### config.mk
export PLATFORM = sky130hd
export DESIGN_NAME = inst_fetch
export DESIGN_NICKNAME = d
export VERILOG_FILES = /design/src/rtl/inst_fetch.sv
export SDC_FILE = /design/constraint.sdc
export NUM_CORES = 1
export LEC_CHECK = 0
export ABC_CLOCK_PERIOD_IN_PS = 4700
export CAP_MARGIN = 25
export CORE_MARGIN = 1.5
export CORE_UTILIZATION = 63
export CTS_CLUSTER_DIAMETER = 40
export DETAILED_ROUTE_END_ITERATION = 12
export DONT_BUFFER_PORTS = 1
export GPL_TIMING_DRIVEN = 0
export PLACE_DENSITY = 0.78
export SYNTH_ARGS = -nofsm -noshare
export SYNTH_HDL_FRONTEND = slang
export SYNTH_SLANG_ARGS = --single-unit
export TNS_END_PERCENT = 1
### constraint.sdc
create_clock -name clk -period 4.7 [get_ports clk]
set_input_delay 0.94 -clock clk [delete_from_list [all_inputs] [get_ports clk]]
set_output_delay 0.94 -clock clk [all_outputs]
set_load 0.02 [all_outputs]
### src/rtl/inst_fetch.sv
// Instruction fetch unit: issues word fetches to a 1-cycle-latency RAM and queues the returned words.
// Optional performance counters are enabled by defining INST_FETCH_PERF_EN.
module inst_fetch #(
  parameter int                    ADDR_WIDTH = 16,
  parameter int                    DATA_WIDTH = 32,
  parameter int                    FIFO_DEPTH = 4,
  parameter logic [ADDR_WIDTH-1:0] RESET_PC   = '0
) (
  input  logic                  clk,
  input  logic                  rst_n,
  output logic [ADDR_WIDTH-1:0] mem_addr,
  input  logic [DATA_WIDTH-1:0] mem_dout,
  input  logic                  redirect_valid,
  input  logic [ADDR_WIDTH-1:0] redirect_pc,
  input  logic                  halt,
  output logic                  inst_valid,
  input  logic                  inst_ready,
  output logic [DATA_WIDTH-1:0] inst,
  output logic [ADDR_WIDTH-1:0] inst_pc
`ifdef INST_FETCH_PERF_EN
  ,
  output logic [31:0]           perf_fetched,
  output logic [31:0]           perf_stall
`endif
);

  localparam int PTR_W = $clog2(FIFO_DEPTH);
  localparam int CNT_W = PTR_W + 1;

  typedef enum logic {
    FETCH  = 1'b0,
    HALTED = 1'b1
  } state_t;

  state_t                  state, state_nxt;
  logic [ADDR_WIDTH-1:0]   fetch_pc;
  logic                    inflight;
  logic [ADDR_WIDTH-1:0]   inflight_pc;
  logic [CNT_W-1:0]        count;
  logic [PTR_W-1:0]        rd_ptr;
  logic [PTR_W-1:0]        wr_ptr;
  logic [DATA_WIDTH-1:0]   inst_mem [FIFO_DEPTH];
  logic [ADDR_WIDTH-1:0]   pc_mem   [FIFO_DEPTH];

  logic                    issue;
  logic                    push;
  logic                    pop;
  logic [CNT_W:0]          occupancy;
  logic [ADDR_WIDTH-1:0]   redirect_target;
  logic                    unused_redirect_lsbs;

  // Redirect targets are word aligned; the two low bits are dropped.
  assign redirect_target      = {redirect_pc[ADDR_WIDTH-1:2], 2'b00};
  assign unused_redirect_lsbs = ^redirect_pc[1:0];

  // Queued words plus the word still in the RAM pipeline form the credit check.
  assign occupancy = {1'b0, count} + {{CNT_W{1'b0}}, inflight};

  assign inst_valid = (count != '0);
  assign pop        = inst_valid && inst_ready;
  assign push       = inflight && !redirect_valid;
  assign mem_addr   = fetch_pc;

  // Head outputs are gated so an empty queue presents zeros, whatever the storage holds.
  assign inst    = inst_valid ? inst_mem[rd_ptr] : '0;
  assign inst_pc = inst_valid ? pc_mem[rd_ptr]   : '0;

  // NOTE: combinational blocks assign every output a default first so no latch can be inferred.
  always_comb begin
    state_nxt = state;
    issue     = 1'b0;
    case (state)
      FETCH: begin
        if (halt && !redirect_valid) begin
          state_nxt = HALTED;
        end
        issue = !halt && !redirect_valid &&
                (occupancy < (CNT_W+1)'(FIFO_DEPTH));
      end
      HALTED: begin
        if (!halt || redirect_valid) begin
          state_nxt = FETCH;
        end
      end
      default: state_nxt = FETCH;
    endcase
  end

  // NOTE: sequential state uses non-blocking assignments so every register samples pre-edge values.
  always_ff @(posedge clk) begin
    if (!rst_n) begin
      state       <= FETCH;
      fetch_pc    <= RESET_PC;
      inflight    <= 1'b0;
      inflight_pc <= '0;
      count       <= '0;
      rd_ptr      <= '0;
      wr_ptr      <= '0;
    end else begin
      state       <= state_nxt;
      inflight    <= issue;
      inflight_pc <= fetch_pc;
      if (redirect_valid) begin
        // Flush: the inflight word is squashed simply by not pushing it.
        fetch_pc <= redirect_target;
        count    <= '0;
        rd_ptr   <= '0;
        wr_ptr   <= '0;
      end else begin
        if (issue) begin
          fetch_pc <= fetch_pc + ADDR_WIDTH'(4);
        end
        if (push) begin
          wr_ptr <= wr_ptr + PTR_W'(1);
        end
        if (pop) begin
          rd_ptr <= rd_ptr + PTR_W'(1);
        end
        case ({push, pop})
          2'b10:   count <= count + CNT_W'(1);
          2'b01:   count <= count - CNT_W'(1);
          default: count <= count;
        endcase
      end
    end
  end

  // NOTE: queue storage has no reset; count and pointers alone define which entries are live.
  always_ff @(posedge clk) begin
    if (rst_n && push) begin
      inst_mem[wr_ptr] <= mem_dout;
      pc_mem[wr_ptr]   <= inflight_pc;
    end
  end

`ifdef INST_FETCH_PERF_EN
  always_ff @(posedge clk) begin
    if (!rst_n) begin
      perf_fetched <= '0;
      perf_stall   <= '0;
    end else begin
      if (pop) begin
        perf_fetched <= perf_fetched + 32'd1;
      end
      if (state == FETCH && !halt && !issue) begin
        perf_stall <= perf_stall + 32'd1;
      end
    end
  end
`endif

endmodule

==> impl_metrics.ini, run 1 <==
[final_layout]
layout_commonest_cell = edfxtp_1
design_area_sq_um = 9940
multiInputGateArea_sq_um = 2180
fill_cells = 794
seqCellArea_sq_um = 6310
drive_above_1_share_pct = 20.3
nets = 586
syn2layout_area_growth_pct = 14.6
layout_common_cells = edfxtp_1, and2_1, mux4_2, dfxtp_1, clkbuf_16
antenna_cells = 0

[timing]
fmax_mhz = 277
maxSlewHeadroom_pct = 52.2
slew_violations = 0
rsz0062_at_grt = no
finalCritPeriodShare_pct = 76.7
finalSetupViolations = 0
fin_crit_ns = 3.61
tns_ns = 0
skew_ns = 0.00893
hold_viol_final = 0
worst_slew_pin_slew_ns = 0.717

[routing]
drc = 0
drtIter0Drc = 264
antenna_left = 0
dr.pass1.iters = 4
vias = 4474
post_drt_wl_per_cell_microns = 23.6
wl_mm = 17.0
via_per_inst = 6.20

[die]
core_sq_um = 13300
initial_core_util_pct = 65.0
ios = 118
die_y_microns = 120
die-area_sq_um = 14500
rows = 42
die_w_microns = 120

[synthesis]
synth_area_sq_um = 8670
syn-instance-count = 490
ys_warn_count = 0
synth_seq_cells = 223
avgSynthCellArea_sq_um = 17.7
synth.distinct_cells = 43
yosysSeqAreaShare_pct = 72.7

[place]
place.gp.congestion = 0.897
hpwl_mm = 10.2
dpl_cell_area_sq_um = 8990
port_buffers = 0

[power_and_ir_drop]
power_frac_comb_pct = 1.7
finalPower_mw = 4.41
power_switching_share_pct = 19.7
clkPwrFrac_pct = 48.8
p_seq_share_pct = 49.5
p_sw_uw = 867
powerDensity_nw_per_um2 = 444
p_leak_nw = 3.24
p_int_mw = 3.54
ir_drop_v = 0.000299

[worst_setup_path]
r2r_cells = 5
arrival_ns = 2.67
critPathLaunchType = flop
r2r_start = mem_addr[2]$_SDFFE_PN0P_
end_kind = output port
path_class = flop to output port
crit_end = inst[23]
worstPathRequired_ns = 3.76
regToRegSetupSlack_ns = 2.55
crit_fanout = 10
r2r-end = mem_addr[14]$_SDFFE_PN0P_

[cts]
clkLatencyLatePin_ns = 0.51
htreeDepth = 1
cts-root-buf = clkbuf_16
cts_inserted_buffers = 27
cts_hold_buf = 0
cts_setup_buffers = 0
clkTransAtPathRegs_ns = 0.06
cts_resized = 0
cts_buffer_depth = 3
cts_tree = built
cts_sinks = 223

[grt]
grt_max_degree = 28
antenna_found_initial = 0
grt_pass1_wl_mm = 26.3
track_usage_pct = 24.2
grt_overflow_total = 0
grt_pass1_vias = 4682

[status]
status = finished, final reports clean

[run]
drv_cap = 0

[hold_path]
min_path_type = flop to flop
[flip-flops by register name, summed over array words and instances (netlist names), named ones only]
name and count:
count 3, inflight 1, inflight_pc 14, inst_mem 128, mem_addr 14, pc_mem 56
rd_ptr 2, state 1, wr_ptr 2
[layout make-up]
class	instances	share of cell area (%)
Sequential cell	223	63.5
Clock inverter	12	1.96
Multi-Input combinational cell	228	21.9
Tap cell	176	2.22
Inverter	12	0.453
Clock buffer	37	7.59
Buffer	30	1.56
Timing Repair Buffer	4	0.806
[critical path, stage by stage (launching register included)]
cell and delay (ns):
dfxtp_1 0.31, clkbuf_1 0.50, buf_2 0.47, mux4_2 0.61, and2_1 0.26
[cells in the mapped netlist, drive strengths merged]
cell,n,area share (%)
buf,12,1.0
a21oi,8,0.46
mux4,46,12
o21a,2,0.17
nand2,19,0.82
nor3,1,0.058
and2,59,4.3
or3,5,0.36
o31ai,2,0.17
nor2,15,0.65
a211o,1,0.10
conb,1,0.043
o41ai,1,0.10
or4,5,0.48
mux2,2,0.26
clkbuf,18,0.78
nand4,2,0.14
ha,6,0.87
and3,6,0.43
nand4b,1,0.10
a32oi,2,0.20
dfxtp,39,9.0
clkinv,1,0.043
o211ai,4,0.35
o21ai,3,0.17
fa,1,0.23
or2,2,0.17
a31oi,9,0.65
mux2i,1,0.12
o31a,1,0.10
nand3,9,0.52
xor2,3,0.30
nor4,4,0.29
xnor2,2,0.20
a2bb2oi,1,0.10
inv,11,0.48
edfxtp,184,64
o311a,1,0.12
[power by group through the flow]
stage | clock network, mW | registers, mW | logic (mW)
6_report | 2.15 | 2.18 | 0.0770
3_5_place_dp | 0 | 2.22 | 0.0768
2_1_floorplan | 0 | 2.22 | 0.0602
3_3_place_gp | 0 | 2.22 | 0.0745
5_1_grt | 2.25 | 2.18 | 0.0851
4_1_cts | 2.18 | 2.18 | 0.0777
[cell families (layout without fill, tap and decap cells)]
| family | Yosys count | count (layout) | share of synthesized area (%) |
|---|---|---|---|
| buf+inv | 42 | 95 | 2.31 |
| simple gates | 128 | 128 | 8.28 |
| mux | 49 | 49 | 12.3 |
| other cells | 1 | 4 | 0.0433 |
| fa+ha+maj | 7 | 7 | 1.10 |
| flops | 223 | 223 | 72.7 |
| xor+xnor | 5 | 5 | 0.505 |
| compound gates | 35 | 35 | 2.70 |
[per-stage QoR]
step           util [%]  hold WS, ns  instances  setup slack (ns)
2_1_floorplan         -        0.438        493              1.55
3_3_place_gp       66.7        0.449        669             0.405
3_5_place_dp       67.3        0.463        673              1.48
4_1_cts            74.4        0.478        722              1.02
5_1_grt            74.4        0.493        722             0.920
6_report           74.4        0.475        722              1.09
[worst min-delay path by stage]
| stage | from | end | slack [ns] | cells past startpoint |
|---|---|---|---|---|
| floorplan | inflight_pc[10]$_SDFF_PN0_ | pc_mem[0][10]$_DFFE_PP_ | 0.44 | 0 |
| global placement | inflight_pc[9]$_SDFF_PN0_ | pc_mem[2][9]$_DFFE_PP_ | 0.45 | 0 |
| detailed placement | inflight_pc[10]$_SDFF_PN0_ | pc_mem[0][10]$_DFFE_PP_ | 0.46 | 0 |
| CTS | inflight_pc[10]$_SDFF_PN0_ | pc_mem[2][10]$_DFFE_PP_ | 0.48 | 0 |
| global route | inflight_pc[13]$_SDFF_PN0_ | pc_mem[2][13]$_DFFE_PP_ | 0.49 | 0 |
| finish | inflight_pc[10]$_SDFF_PN0_ | pc_mem[2][10]$_DFFE_PP_ | 0.48 | 0 |
[per-layer routing]
metal | vias up | wire length, microns | global-route usage, %
li1 | 1968 | - | -
met1 | 2296 | 6460 | 31.4
met2 | 177 | 8890 | 41.2
met3 | 33 | 1260 | 5.75
met4 | 0 | 412 | 7.13
met5 | - | 0 | 0
(Power assumes the default switching activity.)
==> run 2, diff against run 1 <==
--- a/config.mk
+++ b/config.mk
@@ -5,7 +5,7 @@
 export SDC_FILE = /design/constraint.sdc
 export NUM_CORES = 1
 export LEC_CHECK = 0
-export ABC_CLOCK_PERIOD_IN_PS = 4700
+export ABC_CLOCK_PERIOD_IN_PS = 3350
 export CAP_MARGIN = 25
 export CORE_MARGIN = 1.5
 export CORE_UTILIZATION = 63
==> constraint.sdc (replaced) <==
create_clock -name clk -period 3.35 [get_ports clk]
set_input_delay 0.67 -clock clk [delete_from_list [all_inputs] [get_ports clk]]
set_output_delay 0.67 -clock clk [all_outputs]
set_load 0.02 [all_outputs]
==> impl_metrics.ini, run 2 (synthesized netlist as in run 1, its figures left out) <==
[status]
status = finished, final reports clean

[cts]
cts_setup_buffers = 0
clkTransAtPathRegs_ns = 0.06
cts-root-buf = clkbuf_16
cts_tree = built
clkLatencyLatePin_ns = 0.51
cts_inserted_buffers = 27
cts_sinks = 223
htreeDepth = 1
cts_buffer_depth = 3

[worst_setup_path]
cpMaxStageDelayCell = clkbuf_1
end_kind = output port
worstPathRequired_ns = 2.68
r2r_cells = 5
crit_top_cell = clkbuf_1
crit_fanout = 10
regToRegSetupSlack_ns = 1.21
crit_path_max_incr_delay_ns = 0.57
path_class = flop to output port
r2r-end = mem_addr[14]$_SDFFE_PN0P_
cp_cell_sequence = clkbuf_1 > clkbuf_1 > mux4_2 > and2_1
r2r_start = mem_addr[2]$_SDFFE_PN0P_
arrival_ns = 2.52
critPathLaunchType = flop

[routing]
wl_mm = 17.0
via_per_inst = 6.18
dr.pass1.iters = 5
antenna_left = 0
drc = 0
drtIter0Drc = 307
post_drt_wl_per_cell_microns = 23.6
vias = 4454

[timing]
tns_ns = 0
hold_viol_final = 0
finalSetupViolations = 0
slew_violations = 0
fin_crit_ns = 3.19
rsz0062_at_grt = no
fmax_mhz = 314
worst_slew_pin_slew_ns = 0.657
fin_ws_ns = 0.161
maxSlewHeadroom_pct = 56.2
hold_slack_ns = 0.248
skew_ns = 0.0109
finalCritPeriodShare_pct = 95.2

[die]
initial_core_util_pct = 65.0
rows = 42
die_w_microns = 120
die_y_microns = 120
ios = 118
core_sq_um = 13300
die-area_sq_um = 14500

[final_layout]
stdcell_count = 721
largest_reg_flops = 128
fill_cells = 793
reg_top3 = inst_mem: 128 flops, pc_mem: 56 flops
syn2layout_area_growth_pct = 14.6
drive_above_1_share_pct = 20.6
layout_common_cells = edfxtp_1, and2_1, mux4_2, dfxtp_1, clkbuf_16
design_area_sq_um = 9930
nets = 585
antenna_cells = 0
final_util_pct = 74.4
regMostFlops = inst_mem
layout_commonest_cell = edfxtp_1

[grt]
antenna_found_initial = 0
grt_max_degree = 28
grt_pass1_wl_mm = 26.3
grt_pass1_vias = 4681
grt_overflow_total = 0
track_usage_pct = 24.2

[hold_path]
hp-start = mem_dout[4]
hold_end = inst_mem[2][4]$_DFFE_PP_
min_path_cells = 0
min_path_type = primary input to flop

[place]
pre_cts_ws_ns = 0.399
place.gp.congestion = 0.897
port_buffers = 0
dpl.cell_count = 673
dpl_cell_area_sq_um = 8990
hpwl_mm = 10.2

[power_and_ir_drop]
powerDensity_nw_per_um2 = 623
finalPower_mw = 6.19
ir_drop_v = 0.000419
p_leak_nw = 3.24

[run]
drv_cap = 0
[run 2: cell count changes in the layout (fill, tap and decap cells not counted)]
cell      delta
buf_1        -1
clkbuf_1     -1
clkbuf_2     +1
[run 2: repair_timing]
action	4_1_cts	5_1_grt
resized for setup	0	1
setup endpoints to repair	18	2
hold buffers	0	0
[run 2: worst max path at each step]
stage,slack (ns),cells after the start,endpoint,from
finish,0.16,4,inst[7],flop
global route,0.009,4,inst[10],flop
CTS,0.05,4,inst[23],flop
detailed placement,0.40,5,inst_mem[0][22]$_DFFE_PP_,rst_n
global placement,-0.67,4,inst_mem[1][16]$_DFFE_PP_,rst_n
floorplan,0.47,4,inst_mem[0][0]$_DFFE_PP_,rst_n
[run 2: per-layer routing]
metal,track usage (%),up-vias,part of all wire [%]
li1,-,1965,-
met1,31.3,2268,38
met2,41.3,188,52
met3,5.75,33,7.6
met4,7.13,0,2.4
met5,0,-,0
[run 2: where the power goes]
group	switching [mW]	internal, mW
clock network	1.11	1.91
registers	0.0409	3.02
logic	0.0661	0.0417
total	1.22	4.97
[run 2: area by class of cell]
class                           count  area (sq um)  share of cell area, %
Inverter                           12          45.0                  0.453
Buffer                             29           153                   1.54
Tap cell                          176           220                   2.22
Clock buffer                       37           754                   7.60
Timing Repair Buffer                4          80.1                  0.806
Clock inverter                     12           195                   1.96
Sequential cell                   223          6310                   63.5
Multi-Input combinational cell    228          2180                   21.9
[run 2: critical path: cells and delay by family (launching register included)]
kind	cells	cell delay, ns
simple gates	1	0.25
mux	1	0.41
flops	1	0.32
buf+inv	2	1.02
